$ cat src/rtl/alu_pkg.sv
// Shared types and helpers for the serial word assembler and the ALU operand path.
// Holds the FSM state encoding and the bit-counter width function.
package alu_pkg;

  typedef enum logic [0:0] {
    FILL = 1'b0,
    HOLD = 1'b1
  } state_t;

  // Bits needed to count 0..width, matching $clog2(width+1).
  function automatic int count_width(input int width);
    int w;
    w = 1;
    while ((1 << w) < (width + 1)) w++;
    return w;
  endfunction

endpackage

$ cat src/rtl/ser_word_assembler_if.sv
// Bit-in / word-out bundle between the flip-flop stage, the assembler and the ALU
// operand register.
interface ser_word_assembler_if
  import alu_pkg::*;
#(
  parameter int WIDTH = 8
) ();
  localparam int CW = count_width(WIDTH);

  // Handshake: a word transfers on any rising edge where word_valid and word_ready
  // are both 1; word_out stays stable while word_valid=1 and not taken. bit_valid
  // has no ready: a bit presented while a word is held and not taken is dropped.
  logic             bit_in;
  logic             bit_valid;
  logic             word_ready;
  logic             clr_overrun;
  logic [WIDTH-1:0] word_out;
  logic             word_valid;
  logic             overrun;
  logic [CW-1:0]    bit_count;

  modport master (
    output bit_in, bit_valid, word_ready, clr_overrun,
    input  word_out, word_valid, overrun, bit_count
  );

  modport slave (
    input  bit_in, bit_valid, word_ready, clr_overrun,
    output word_out, word_valid, overrun, bit_count
  );

endinterface

$ cat src/rtl/bit_slot_counter.sv
// Modulo-WIDTH slot counter: selects the next bit position and flags the
// increment that completes a word.
module bit_slot_counter
  import alu_pkg::*;
#(
  parameter int WIDTH = 8,
  parameter int CW    = count_width(WIDTH)
) (
  input  logic          eclk,
  input  logic          rst,
  input  logic          i_en,
  output logic [CW-1:0] o_count,
  output logic          o_wrap
);

  logic [CW-1:0] r_count;

  assign o_count = r_count;
  assign o_wrap  = i_en && (r_count == CW'(WIDTH - 1));

  always_ff @(posedge eclk or negedge rst) begin
    if (!rst) begin
      r_count <= '0;
    end else if (i_en) begin
      if (o_wrap) r_count <= '0;
      else        r_count <= r_count + CW'(1);
    end
  end

endmodule

$ cat src/rtl/ser_word_assembler.sv
// Serial-to-parallel word assembler feeding the ALU operand register: collects
// WIDTH accepted bits, then holds the word on a valid/ready handshake.
module ser_word_assembler
  import alu_pkg::*;
#(
  parameter int WIDTH     = 8,
  parameter bit LSB_FIRST = 1'b1
) (
  input  logic                 eclk,
  input  logic                 rst,
  ser_word_assembler_if.slave  bus,
  output logic [0:0]           o_dbg_state
);

  localparam int CW = count_width(WIDTH);

  state_t           r_state;
  logic [WIDTH-1:0] r_shift;
  logic [WIDTH-1:0] r_word;
  logic             r_overrun;

  logic             w_hold;
  logic             w_take;
  logic             w_accept;
  logic             w_drop;
  logic             w_wrap;
  logic [CW-1:0]    w_count;
  logic [CW-1:0]    w_idx;
  logic [WIDTH-1:0] w_fill;

  assign w_hold   = (r_state == HOLD);
  assign w_take   = w_hold && bus.word_ready;
  assign w_accept = bus.bit_valid && (!w_hold || bus.word_ready);
  assign w_drop   = w_hold && !bus.word_ready && bus.bit_valid;

  // The shift register is cleared at each completion, so every slot is written
  // exactly once per word and OR-ing the new bit in is sufficient.
  assign w_idx  = LSB_FIRST ? w_count : (CW'(WIDTH - 1) - w_count);
  assign w_fill = r_shift | (WIDTH'(bus.bit_in) << w_idx);

  bit_slot_counter #(
    .WIDTH (WIDTH),
    .CW    (CW)
  ) u_slot (
    .eclk    (eclk),
    .rst     (rst),
    .i_en    (w_accept),
    .o_count (w_count),
    .o_wrap  (w_wrap)
  );

  always_ff @(posedge eclk or negedge rst) begin
    if (!rst) begin
      r_state   <= FILL;
      r_shift   <= '0;
      r_word    <= '0;
      r_overrun <= 1'b0;
    end else begin
      if (w_wrap) begin
        r_word  <= w_fill;
        r_shift <= '0;
      end else if (w_accept) begin
        r_shift <= w_fill;
      end

      // Completion wins over take so a take-and-complete edge keeps the word valid.
      if (w_wrap)      r_state <= HOLD;
      else if (w_take) r_state <= FILL;

      if (w_drop)               r_overrun <= 1'b1;
      else if (bus.clr_overrun) r_overrun <= 1'b0;
    end
  end

  assign bus.word_out   = r_word;
  assign bus.word_valid = w_hold;
  assign bus.overrun    = r_overrun;
  assign bus.bit_count  = w_count;
  assign o_dbg_state    = r_state;

endmodule
$ cat src/flat_wrapper.sv
// flat-port wrapper written by rule: the top's interface ports become plain ports
module ser_word_assembler_flat import alu_pkg::*;
#(
  parameter int WIDTH     = 8,
  parameter bit LSB_FIRST = 1'b1
)
  (eclk, rst, o_dbg_state, bus_bit_in, bus_bit_valid, bus_word_ready, bus_clr_overrun, bus_word_out, bus_word_valid, bus_overrun, bus_bit_count);
  ser_word_assembler_if #(.WIDTH(WIDTH)) bus_i ();
  input  logic eclk;
  input  logic rst;
  output logic [0:0] o_dbg_state;
  input wire logic [$bits(bus_i.bit_in)-1:0] bus_bit_in;
  input wire logic [$bits(bus_i.bit_valid)-1:0] bus_bit_valid;
  input wire logic [$bits(bus_i.word_ready)-1:0] bus_word_ready;
  input wire logic [$bits(bus_i.clr_overrun)-1:0] bus_clr_overrun;
  output wire logic [$bits(bus_i.word_out)-1:0] bus_word_out;
  output wire logic [$bits(bus_i.word_valid)-1:0] bus_word_valid;
  output wire logic [$bits(bus_i.overrun)-1:0] bus_overrun;
  output wire logic [$bits(bus_i.bit_count)-1:0] bus_bit_count;
  assign bus_i.bit_in = bus_bit_in;
  assign bus_i.bit_valid = bus_bit_valid;
  assign bus_i.word_ready = bus_word_ready;
  assign bus_i.clr_overrun = bus_clr_overrun;
  assign bus_word_out = bus_i.word_out;
  assign bus_word_valid = bus_i.word_valid;
  assign bus_overrun = bus_i.overrun;
  assign bus_bit_count = bus_i.bit_count;
  ser_word_assembler #(.WIDTH(WIDTH), .LSB_FIRST(LSB_FIRST)) u_core (.eclk(eclk), .rst(rst), .bus(bus_i), .o_dbg_state(o_dbg_state));
endmodule
$ cat config.mk
export PLATFORM = sky130hd
export DESIGN_NAME = ser_word_assembler_flat
export DESIGN_NICKNAME = d
export VERILOG_FILES = /design/src/rtl/alu_pkg.sv /design/src/rtl/ser_word_assembler_if.sv /design/src/rtl/bit_slot_counter.sv /design/src/rtl/ser_word_assembler.sv /design/src/flat_wrapper.sv
export SDC_FILE = /design/constraint.sdc
export NUM_CORES = 1
export LEC_CHECK = 0
export CAP_MARGIN = 30
export CORE_UTILIZATION = 45
export CTS_CLUSTER_DIAMETER = 100
export CTS_CLUSTER_SIZE = 14
export DETAILED_ROUTE_END_ITERATION = 10
export DONT_BUFFER_PORTS = 1
export PLACE_DENSITY = 0.6
export RECOVER_POWER = 25
export SLEW_MARGIN = 40
export SYNTH_ARGS = -nofsm -noshare
export SYNTH_HDL_FRONTEND = slang
export SYNTH_SLANG_ARGS = --single-unit
$ cat constraint.sdc
create_clock -name eclk -period 1.6 [get_ports eclk]
set_clock_uncertainty 0.2 [all_clocks]
set_input_delay 0.4 -clock eclk [delete_from_list [all_inputs] [get_ports eclk]]
set_output_delay 0.4 -clock eclk [all_outputs]
set_load 0.005 [all_outputs]
---- Yosys cells after proc, flatten, opt, wreduce, memory -nomap -nowiden ----
Index checks and enable logic that the tools add are counted.
word-level totals
  register bits ........................... 22
  bits of input ports ..................... 6
  output and inout bits ................... 15
cells by class
  $add $sub $neg .......................... 1
  equal/unequal tests ..................... 1
  shift-type cells ........................ 1
  muxes and demuxes ....................... 7
  bitwise gates (word level) .............. 1
  reduce and logical (&&, ||, !) cells .... 11
operators by type and width
  cell                 count
  $mux 8               2
  $or 8x8->8           1
  $shl 1x4->8          1
  $reduce_bool 2->1    3
  $logic_and 1x1->1    5
  $add 4x1->4 const B  1
  $eq 4x3->1 const B   1
  $mux 1               4
  $mux 4               1
  $logic_not 1->1      2
  $logic_or 1x1->1     1

---- Longest topological paths before layout ----
  word-level depth ........................ 5
  gate-level depth with buffers ........... 5
  mapped depth without buffers ............ 4

---- Hierarchy ----
From an unflattened synthesis, not the netlist that was laid out.
second synthesis, totals
  cells, all modules ...................... 96
  area total of the unflattened synthesis .. 1004.7 sq um
modules (own cells, without submodules)
  module              instances  cells an instance  area an instance (sq um)  seq. area each (sq um)
  ser_word_assembler  1          80                 813.3                     450.4
  bit_slot_counter    1          16                 191.4                     100.1

---- Worst setup path before layout ----
Ideal clock, no wire load.
  kind .................................... register to register
  from .................................... register u_core.u_slot.r_count[0] (netlist: u_core.u_slot.o_count[0])
  to ...................................... register u_core.r_word[0] (netlist: u_core.bus.word_out[0])
  library setup time ...................... 0.125 ns
  data arrival time ....................... 1.324 ns
  data required time ...................... 1.275 ns
  slack ................................... -0.049 ns
  cell stages (with the launch flop) ...... 5
  path buffers ............................ 0
  clock period less this slack ............ 1.649 ns
  cell sequence ........................... dfrtp_1 -> ha_1 -> nand4b_4 -> nor2_8 -> mux2_2
between the ends
  longest elaborated chain between the ends .. 2
RTL lines
  item                                             line                                              RTL
  start: declaration                               bit_slot_counter.sv:16                            logic [CW-1:0] r_count;
  start signal: assignment                         bit_slot_counter.sv:26                            else r_count <= r_count + CW'(1);
  $eq 4x3->1 or $shl 1x4->8 (tied branches)        bit_slot_counter.sv:19, ser_word_assembler.sv:39
  $logic_and 1x1->1 or $or 8x8->8 (tied branches)  bit_slot_counter.sv:19, ser_word_assembler.sv:39
  end signal: assignment                           ser_word_assembler.sv:60                          r_word <= w_fill;
  end: declaration                                 ser_word_assembler.sv:19                          logic [WIDTH-1:0] r_word;
Parallel ways exist; a longest one is shown, timed or not.
A chain may end at the register's enable or synchronous reset.

---- Worst setup path after layout ----
  from .................................... register u_core.u_slot.r_count[1] (netlist: u_core.u_slot.o_count[1])
  to ...................................... register u_core.r_word[2] (netlist: u_core.bus.word_out[2])
The elaborated chain is that of the path after synthesis.

==> summary.md <==
| Metric | Value |
|---|---|
| Crit path max-delay family | `flip-flops` |
| Compound-cell area share of the yosys netlist | `0.119` |
| CTS tree | `yes` |
| Vias in the first global route | `690` |
| Std-Cell Rows | `17` |
| Slew Limit Headroom | `0.620` |
| Post-synthesis sequential area ratio | `0.528` |
| Asr flop ratio synth | `1.00` |
| Sw frac | `0.344` |
| All-Layer GR Usage | `0.176` |
| Initial core utilization | `0.476` |
| Main combinational cell family by area after synthesis | `simple AND/OR/NAND/NOR gates` |
| Total CTS buffers | `3` |
| Post-synthesis xor/xnor area fraction | `0.00840` |
| Cell Int Power | `~1.3 mW` |
| Post-synth EDFFs | `0` |
| Antenna violations before repair | `0` |
| Synthesized area | `around 1000 µm²` |
| Post-Synth Adder-Cell Area | `0.0120` |
| Die Wd | `about 50 µm` |
| Final worst setup slack | `between 50 and 60 ps` |
| H-tree level count | `1` |
| Gate power share | `0.370` |
| Die ar. | `2510 µm²` |
| Area of the multi-input gates | `around 440 µm²` |
| RSZ-0062 raised after global routing | `false` |
| Final WL | `around 2000 µm` |
| Net Switching | `roughly 0.7 mW` |
| Max Root-Sink Buffers | `2` |
| Ys flop type | `dfrtp_1` |
| Top cell type's share of synthesized area | `0.528` |
| Detailed Routing Iterations Pass 1 | `4` |
| Drt wl/cell | `about 15 µm` |
| CP arrival | `between 1500 and 2000 ps` |
| Leakage power | `between 0.5 and 0.6 nW` |
| Layout Nets | `between 100 and 150` |
| CP max stage delay | `about 410 ps` |
| Skew-Pair Late Insertion Delay | `a little over 300 ps` |
| Final core occ | `0.547` |
| Startpoint Class | `register` |
| Mux cell area share after synthesis | `0.0636` |
| Max FO, Critical Path | `8` |
| Vias | `approximately 720` |
| Post-route cell area | `~1200 µm²` |
| Largest net degree at the start of global routing | `23` |
| WS Path Type | `reg -> reg` |
| YS warnings | `0` |
| Sequential Power Share | `0.481` |
| Port Buffers | `0` |
| Simple-gate share of the synthesized area | `0.202` |
| ANT nets after route | `0` |
| Critical Path Sink Type | `register` |
| Clk slew on worst S/H paths | `120 ps` |
| Via density | `5.50` |
| Final max-slew violation count | `0` |
| Mapped Cells | `90` |
| CP max stage cell | `dfrtp_1` |
| Worst Tran Pin Value | `about 570 ps` |
| Cell Area, Placed | `roughly 1100 µm²` |
| Placed wire-length estimate | `1370 µm` |
| Max-cap violations | `0` |
| Synth Area per Inst | `between 10 and 15 µm²` |
| Layout area overhead | `14.9%` |
| Top cells by count, synth | `dfrtp_1 (22), nor2_1 (9), a31oi_1 (8)` |
| Synthesized Nets | `slightly below 100` |
| Max Freq | `~650 MHz` |
| Finish-stage setup viols | `0` |
| DRT iter0 DRCs | `9` |
| Netlist cell types | `29` |
| Top post-synthesis cells by area | `dfrtp_1 (53%), mux2_2 (5.4%), a31oi_1 (4.8%)` |
| Tmin final | `1540 ps` |
| Final Hold Vio Count | `0` |
| Post-place setup slack | `-166 ps` |
| Clock Tree Root | `clkbuf_4` |
| # fillers | `between 150 and 200` |
| Core area | `approximately 2200 µm²` |
| Die H | `around 50 µm` |
| Number of top-level pins | `21` |
| Share of layout cells above drive strength 1 | `0.324` |
| Antenna cells | `0` |
| Clk network pwr share | `0.149` |
| Register Area | `553 µm²` |
| WP buf/inv | `0` |
| Top-count cell post-synth | `dfrtp_1` |
| Cell accounting for the most synthesized area | `dfrtp_1` |
| Hold Crit Class | `in -> reg` |
| Clk sinks | `22` |
| DRC Markers | `0` |
| Fin crit share | `0.964` |
| First-pass GRT wire length | `roughly 3200 µm` |
| P per Cell Area | `~1700 nW/µm²` |
| Synthesized flop and latch total | `22` |
| Status | `completed` |
| Gr ovfl total | `0` |
| Cells along the critical path | `ha_4 > nand4b_4 > nor2_8 > mux2_2` |
| Critical Path RT | `1610 ps` |
| GPL Wtd Cong | `0.795` |
| Worst IR Drop VDD | `1.00 mV` |
## cells by family after synthesis
group,count (synthesis)
compound gates,18
fa+ha+maj,1
flops,22
buf+inv,11
mux,6
simple gates,31
xor+xnor,1
## cell type report
| class | instances | area share |
|---|---|---|
| clock buffers | 4 | 0.0303 |
| inverters | 3 | 0.00940 |
| multi-input cells | 57 | 0.365 |
| flip-flops and latches | 22 | 0.462 |
| well taps | 28 | 0.0293 |
| repair buffers | 16 | 0.104 |
## power groups by stage
| stage | sequential (mW) | clock (mW) | combinational [mW] |
|---|---|---|---|
| 2_1_floorplan | 0.978 | 0 | 0.541 |
| 4_1_cts | 1.00 | 0.316 | 0.702 |
| 5_1_grt | 1.02 | 0.334 | 0.842 |
| 6_report | 0.989 | 0.306 | 0.760 |
| 3_5_place_dp | 1.01 | 0 | 0.695 |
| 3_3_place_gp | 1.01 | 0 | 0.678 |
## layer usage
metal  share of wire  GRT usage  routed length [µm]  up-vias
met5               0          0                   0        -
met4           0.028      0.114                  57        0
met3           0.040     0.0340                  81        5
met2            0.42      0.244                 837       19
met1            0.52      0.248                1040      347
li1                -          -                   -      344
## stage by stage
stage	cells	hold WS (ps)	setup TNS (ps)	power (mW)
after global placement	120	-95.1	-1120	1.69
after CTS	126	-445	0	2.02
after global routing	130	15.5	0	2.20
final	130	22.0	0	2.05
after floorplan	90	-95.6	0	1.52
after detailed placement	120	-95.1	-1450	1.71
## registers in the layout (all words and copies together), names as in the netlist
| register | cells |
|---|---|
| u_core.r_shift | 8 |
| u_core.bus.word_out | 8 |
| u_core.bus.word_valid | 1 |
| u_core.bus.overrun | 1 |
| u_core.u_slot.o_count | 4 |
## what timing repair did
| action | in CTS | in global routing |
|---|---|---|
| buffers inserted | 0 | 2 |
| endpoints found under the setup margin | 14 | 5 |
| hold buffers | 2 | 2 |
| pin swaps | 0 | 1 |
| resized for setup | 2 | 0 |
| endpoints found under the hold margin | 24 | 22 |
## cell usage in the layout, fill, tap and decap left out, types with 3 or more instances in the layout
cell type,instances
dlygate4sd3_1,3
a31oi_1,8
nor2_1,9
o21ai_0,4
mux2_2,5
nand2_1,4
nor3_1,3
buf_4,12
nand3_1,4
clkbuf_4,3
inv_1,3
dfrtp_1,20
## worst paths after layout
check | from | endpoint | slack, ps | cells past startpoint
worst max-delay path | u_core.u_slot.o_count[1]$_DFFE_PN0P_ | u_core.bus.word_out[2]$_DFFE_PN0P_ | 60 | 4
worst min-delay path | bus_bit_valid | u_core.u_slot.o_count[0]$_DFFE_PN0P_ | 20 | 2
worst max register to register | u_core.u_slot.o_count[1]$_DFFE_PN0P_ | u_core.bus.word_out[2]$_DFFE_PN0P_ | 60 | 4
worst min register to register | u_core.r_shift[1]$_DFFE_PN0P_ | u_core.r_shift[1]$_DFFE_PN0P_ | 310 | 2
max in group asynchronous | rst | u_core.u_slot.o_count[0]$_DFFE_PN0P_ | 390 | 2
min in group asynchronous | rst | u_core.r_shift[5]$_DFFE_PN0P_ | 410 | 2
Power figures use the tool's default switching activity.
